[config.mk]
export PLATFORM = sky130hd
export DESIGN_NAME = ball_axis_tracker
export DESIGN_NICKNAME = d
export VERILOG_FILES = /design/src/rtl/ball_axis_tracker.sv
export SDC_FILE = /design/constraint.sdc
export NUM_CORES = 1
export LEC_CHECK = 0
export CAP_MARGIN = 20
export CORE_ASPECT_RATIO = 1.4
export CORE_MARGIN = 8
export CORE_UTILIZATION = 41
export CTS_CLUSTER_DIAMETER = 120
export CTS_CLUSTER_SIZE = 10
export DETAILED_ROUTE_END_ITERATION = 10
export PLACE_DENSITY = 0.75
export SYNTH_ARGS = -nofsm -noshare
export SYNTH_HDL_FRONTEND = slang
export SYNTH_SLANG_ARGS = --single-unit
[constraint.sdc]
create_clock -name clocke -period 2 [get_ports clocke]
set_input_delay 0.2 -clock clocke [delete_from_list [all_inputs] [get_ports clocke]]
set_output_delay 0.2 -clock clocke [all_outputs]
set_load 0.01 [all_outputs]
[src/rtl/ball_axis_tracker.sv]
// ball_axis_tracker
//   One-axis ball position tracker for the Pong datapath. Keeps a binary cell
//   index (and its one-hot decode) over WIDTH cells. It steps once every
//   2^speed qualifying go cycles. At an edge cell the ball either bounces,
//   when the paddle is present, or raises a miss and freezes until re-served.
//
// Ports
//   clocke   in   system clock, rising edge
//   SorR     in   async active-high reset/serve
//   go       in   advance enable; prescaler and stepping only move when high
//   speed    in   [1:0] step period = 2^speed go cycles
//   pad_lo   in   paddle present at cell 0 (sampled on an edge-resolving step)
//   pad_hi   in   paddle present at cell WIDTH-1 (same)
//   pos      out  [WIDTH-1:0] one-hot position
//   pos_idx  out  [IDX_W-1:0] binary position
//   dir      out  1 = toward WIDTH-1, 0 = toward 0
//   running  out  high in RUN
//   bounce   out  one-cycle pulse after a paddle bounce
//   miss_lo  out  one-cycle pulse after a miss at cell 0
//   miss_hi  out  one-cycle pulse after a miss at cell WIDTH-1
module ball_axis_tracker #(
    parameter int WIDTH     = 16,
    parameter int START     = 8,
    parameter bit SERVE_DIR = 1'b1,
    parameter int IDX_W     = $clog2(WIDTH)
) (
    input  logic             clocke,
    input  logic             SorR,
    input  logic             go,
    input  logic [1:0]       speed,
    input  logic             pad_lo,
    input  logic             pad_hi,
    output logic [WIDTH-1:0] pos,
    output logic [IDX_W-1:0] pos_idx,
    output logic             dir,
    output logic             running,
    output logic             bounce,
    output logic             miss_lo,
    output logic             miss_hi
);

    localparam logic [1:0] S_SERVE = 2'd0;
    localparam logic [1:0] S_RUN   = 2'd1;
    localparam logic [1:0] S_MISS  = 2'd2;

    localparam logic [IDX_W-1:0] IDX_TOP   = IDX_W'(WIDTH - 1);
    localparam logic [IDX_W-1:0] IDX_START = IDX_W'(START);

    logic [1:0] state;
    logic [2:0] presc;
    logic [2:0] limit;
    logic       step;

    always_comb begin
        limit = 3'd0;
        case (speed)
            2'd0: limit = 3'd0;
            2'd1: limit = 3'd1;
            2'd2: limit = 3'd3;
            default: limit = 3'd7;
        endcase
    end

    // >= rather than == so that lowering speed while the prescaler is
    // already past the new limit steps on the very next go edge.
    assign step = (state == S_RUN) && go && (presc >= limit);

    always_ff @(posedge clocke or posedge SorR) begin
        if (SorR) begin
            state   <= S_SERVE;
            pos_idx <= IDX_START;
            dir     <= SERVE_DIR;
            presc   <= 3'd0;
            bounce  <= 1'b0;
            miss_lo <= 1'b0;
            miss_hi <= 1'b0;
        end else begin
            bounce  <= 1'b0;
            miss_lo <= 1'b0;
            miss_hi <= 1'b0;
            case (state)
                S_SERVE: begin
                    if (go) state <= S_RUN;
                end
                S_RUN: begin
                    if (go) presc <= step ? 3'd0 : presc + 3'd1;
                    if (step) begin
                        if (dir) begin
                            if (pos_idx != IDX_TOP) begin
                                pos_idx <= pos_idx + 1'b1;
                            end else if (pad_hi) begin
                                dir     <= 1'b0;
                                pos_idx <= IDX_TOP - 1'b1;
                                bounce  <= 1'b1;
                            end else begin
                                state   <= S_MISS;
                                miss_hi <= 1'b1;
                            end
                        end else begin
                            if (pos_idx != '0) begin
                                pos_idx <= pos_idx - 1'b1;
                            end else if (pad_lo) begin
                                dir     <= 1'b1;
                                pos_idx <= IDX_W'(1);
                                bounce  <= 1'b1;
                            end else begin
                                state   <= S_MISS;
                                miss_lo <= 1'b1;
                            end
                        end
                    end
                end
                default: ;  // MISS: frozen until SorR
            endcase
        end
    end

    // Decoded from the index so the two can never disagree.
    assign pos     = WIDTH'(1) << pos_idx;
    assign running = (state == S_RUN);

endmodule

==> results.toml <==
[min_path]
hold_class = "in -> async"

[finish]
multi_input_area_um2 = 663
final_cells = 197
layout-drive-gt1-share_pct = 22.1
fill_cells = 213
ff_latch_area_um2 = 330
area_delta_synth_final_pct = 50.1
diodes = 0
nets = 182
design_area_um2 = 1540

[clocking]
clk_pin_slew_ns = 0.09
cts-root-buf = "clkbuf_4"
h-tree-depth = 1
clkSinkCount = 13
hold_buffers = 0
cts_tree = "done"
numCtsBuffers = 3
clkLatencyLatePin_ns = 0.28
cts_buffer_depth = 2

[timing]
tightest_slew_ns = 0.537
fin_skew_ns = 0.00560
final.period_utilization_pct = 96.6
relSlewSlack_pct = 64.2
tns_ns = 0
rsz0062_at_grt = "yes"
finalHoldViolCount = 0
post-route-min-period_ns = 1.93
finalSetupViolCount = 0
drv_slew = 0
clock.fmax_ghz = 0.518

[power]
finalPower_uw = 1860
p_switching_uw = 801
pwr-share-clk_pct = 9.1
p_per_area_nw_per_um2 = 1210
p_seq_share_pct = 21.8
switching_share_pct = 43.0
p_int_uw = 1060
vdd_ir_drop_max_uv = 609
combPwrFrac_pct = 69.1
power_leakage_uw = 0.000819

[synth]
synthesis.nets = 134
ys_ff_latch = 13
yosysSeqAreaShare_pct = 32.0
synth.distinct_cells = 40
synth_commonest_cells = "inv_1, dfrtp_1, ha_1"
synth_edf_count = 0
async_reset_ff_share_pct = 100
synthCells = 116
synth_flop_cell = "dfrtp_1"
synth_top_area_share_pct = 26.8
synth_top_cells_by_area = "dfrtp_1, ha_1, and3_1, dfstp_2, inv_1"
yosysTopAreaCell = "dfrtp_1"
syn_area_um2 = 1030
avgSynthCellArea_um2 = 8.84
synth_warnings = 0
synth_most_common_cell = "inv_1"

[grt]
grt_pass1_vias = 1019
antenna_found_initial = 0
grt_overflow = 0
grtUsageTotal_pct = 13.5
grt_max_degree = 17
grt_pass1_wl_mm = 4.62

[job]
maxCapViolations = 0

[placed_design]
dpl.hpwl_mm = 2.24
place.gp.congestion = 0.790
port_buffers = 31
dpl.cell_count = 191
placed_cell_area_um2 = 1480

[route]
vias = 1033
wl_per_cell_um = 14.2
drt_iter0_markers = 28
ant_nets = 0
vias_per_cell = 5.24
wl_mm = 2.80
dr.pass1.iters = 4
drc = 0

[critical_path]
endpoint_kind = "flip-flop"
cp_max_fo = 7
crit_required_ns = 2.17
critical_path_arrival_ns = 2.10
start_kind = "flip-flop"
crit_type = "reg -> reg"

[die]
die_h_um = 75.2
core_um2 = 2390
die_area_um2 = 4380
die_x_um = 58.3
fp-row-count = 21
ioPinCount = 32
start_util_pct = 42.9

[outcome]
outcome = "finished clean"
## kinds of logic (layout without fill, tap and decap cells)
group           count (synthesis)  in the layout  synth area share [%]
simple gates                   49             49                  26.7
compound gates                 20             20                  15.5
buf+inv                        18             65                  7.32
flops                          13             13                  32.0
fa+ha+maj                      11             11                  13.4
mux                             5              5                  5.12
## routing by layer
metal | global-route usage [%] | routed length, µm | vias up | share of wire (%)
met5 | 0 | 0 | - | 0
met4 | 5.74 | 12 | 0 | 0.43
met3 | 3.42 | 145 | 2 | 5.2
met2 | 26.2 | 1550 | 31 | 55
met1 | 13.1 | 1090 | 491 | 39
li1 | - | - | 509 | -
## layout by cell type, fill, tap and decap left out, drive strengths merged, types with 5 or more instances in the layout
cell type	n
nor3	7
dfrtp	11
buf	17
inv	12
and3	9
dlygate4sd2	13
nor2	5
ha	11
clkdlybuf4s50	15
nand2	8
## registers in the layout, indices dropped and copies added, names as in the netlist
signal / cells
bounce: 1
dir: 1
miss_hi: 1
miss_lo: 1
pos_idx: 4
presc: 3
state: 2
## path summary, 6_finish.rpt
path	start	to	slack, ns	cells after the start
min	SorR	presc[2]$_DFFE_PP0P_	0.25	2
max	pos_idx[0]$_DFFE_PP0P_	pos_idx[2]$_DFFE_PP0P_	0.07	6
min reg2reg	presc[2]$_DFFE_PP0P_	presc[2]$_DFFE_PP0P_	0.50	1
max in group asynchronous	SorR	pos_idx[1]$_DFFE_PP0P_	1.36	2
min in group clocke	presc[2]$_DFFE_PP0P_	presc[2]$_DFFE_PP0P_	0.50	1
max reg2reg	pos_idx[0]$_DFFE_PP0P_	pos_idx[2]$_DFFE_PP0P_	0.07	6
## metrics by stage
step	hold slack [ns]	utilization (%)	setup slack, ns
floorplan	0.0754	-	0.00231
global placement	0.474	61.9	-0.222
detailed placement	0.480	61.9	-0.300
CTS	0.270	63.3	0.00158
global route	0.298	64.4	-0.0144
finish	0.249	64.4	0.0687
## power groups by stage
stage               clock, µW  combinational, µW  sequential, µW
floorplan                   0                665             448
global placement            0               1200             420
detailed placement          0               1240             425
CTS                       176               1260             408
global route              183               1430             418
finish                    169               1290             407
## worst max-delay path, stage by stage (launching register included)
cell and delay [ns]:
dfrtp_2 0.43, inv_2 0.08, ha_4 0.13, or4b_4 0.48, o221ai_4 0.28, a2111oi_1 0.08
or3_1 0.35
## final cells by class
| type | count | share of cell area [%] |
|---|---|---|
| Multi-Input combinational cell | 85 | 43.1 |
| Sequential cell | 13 | 21.4 |
| Clock buffer | 4 | 1.71 |
| Tap cell | 34 | 2.76 |
| Timing Repair Buffer | 48 | 27.9 |
| Inverter | 13 | 3.17 |
## timing repair
action	CTS	global route
gates resized for setup	15	7
setup endpoints to repair	18	11
setup buffers	2	0
pin swaps	0	3
No activity file was read; power rests on OpenSTA's default activity.
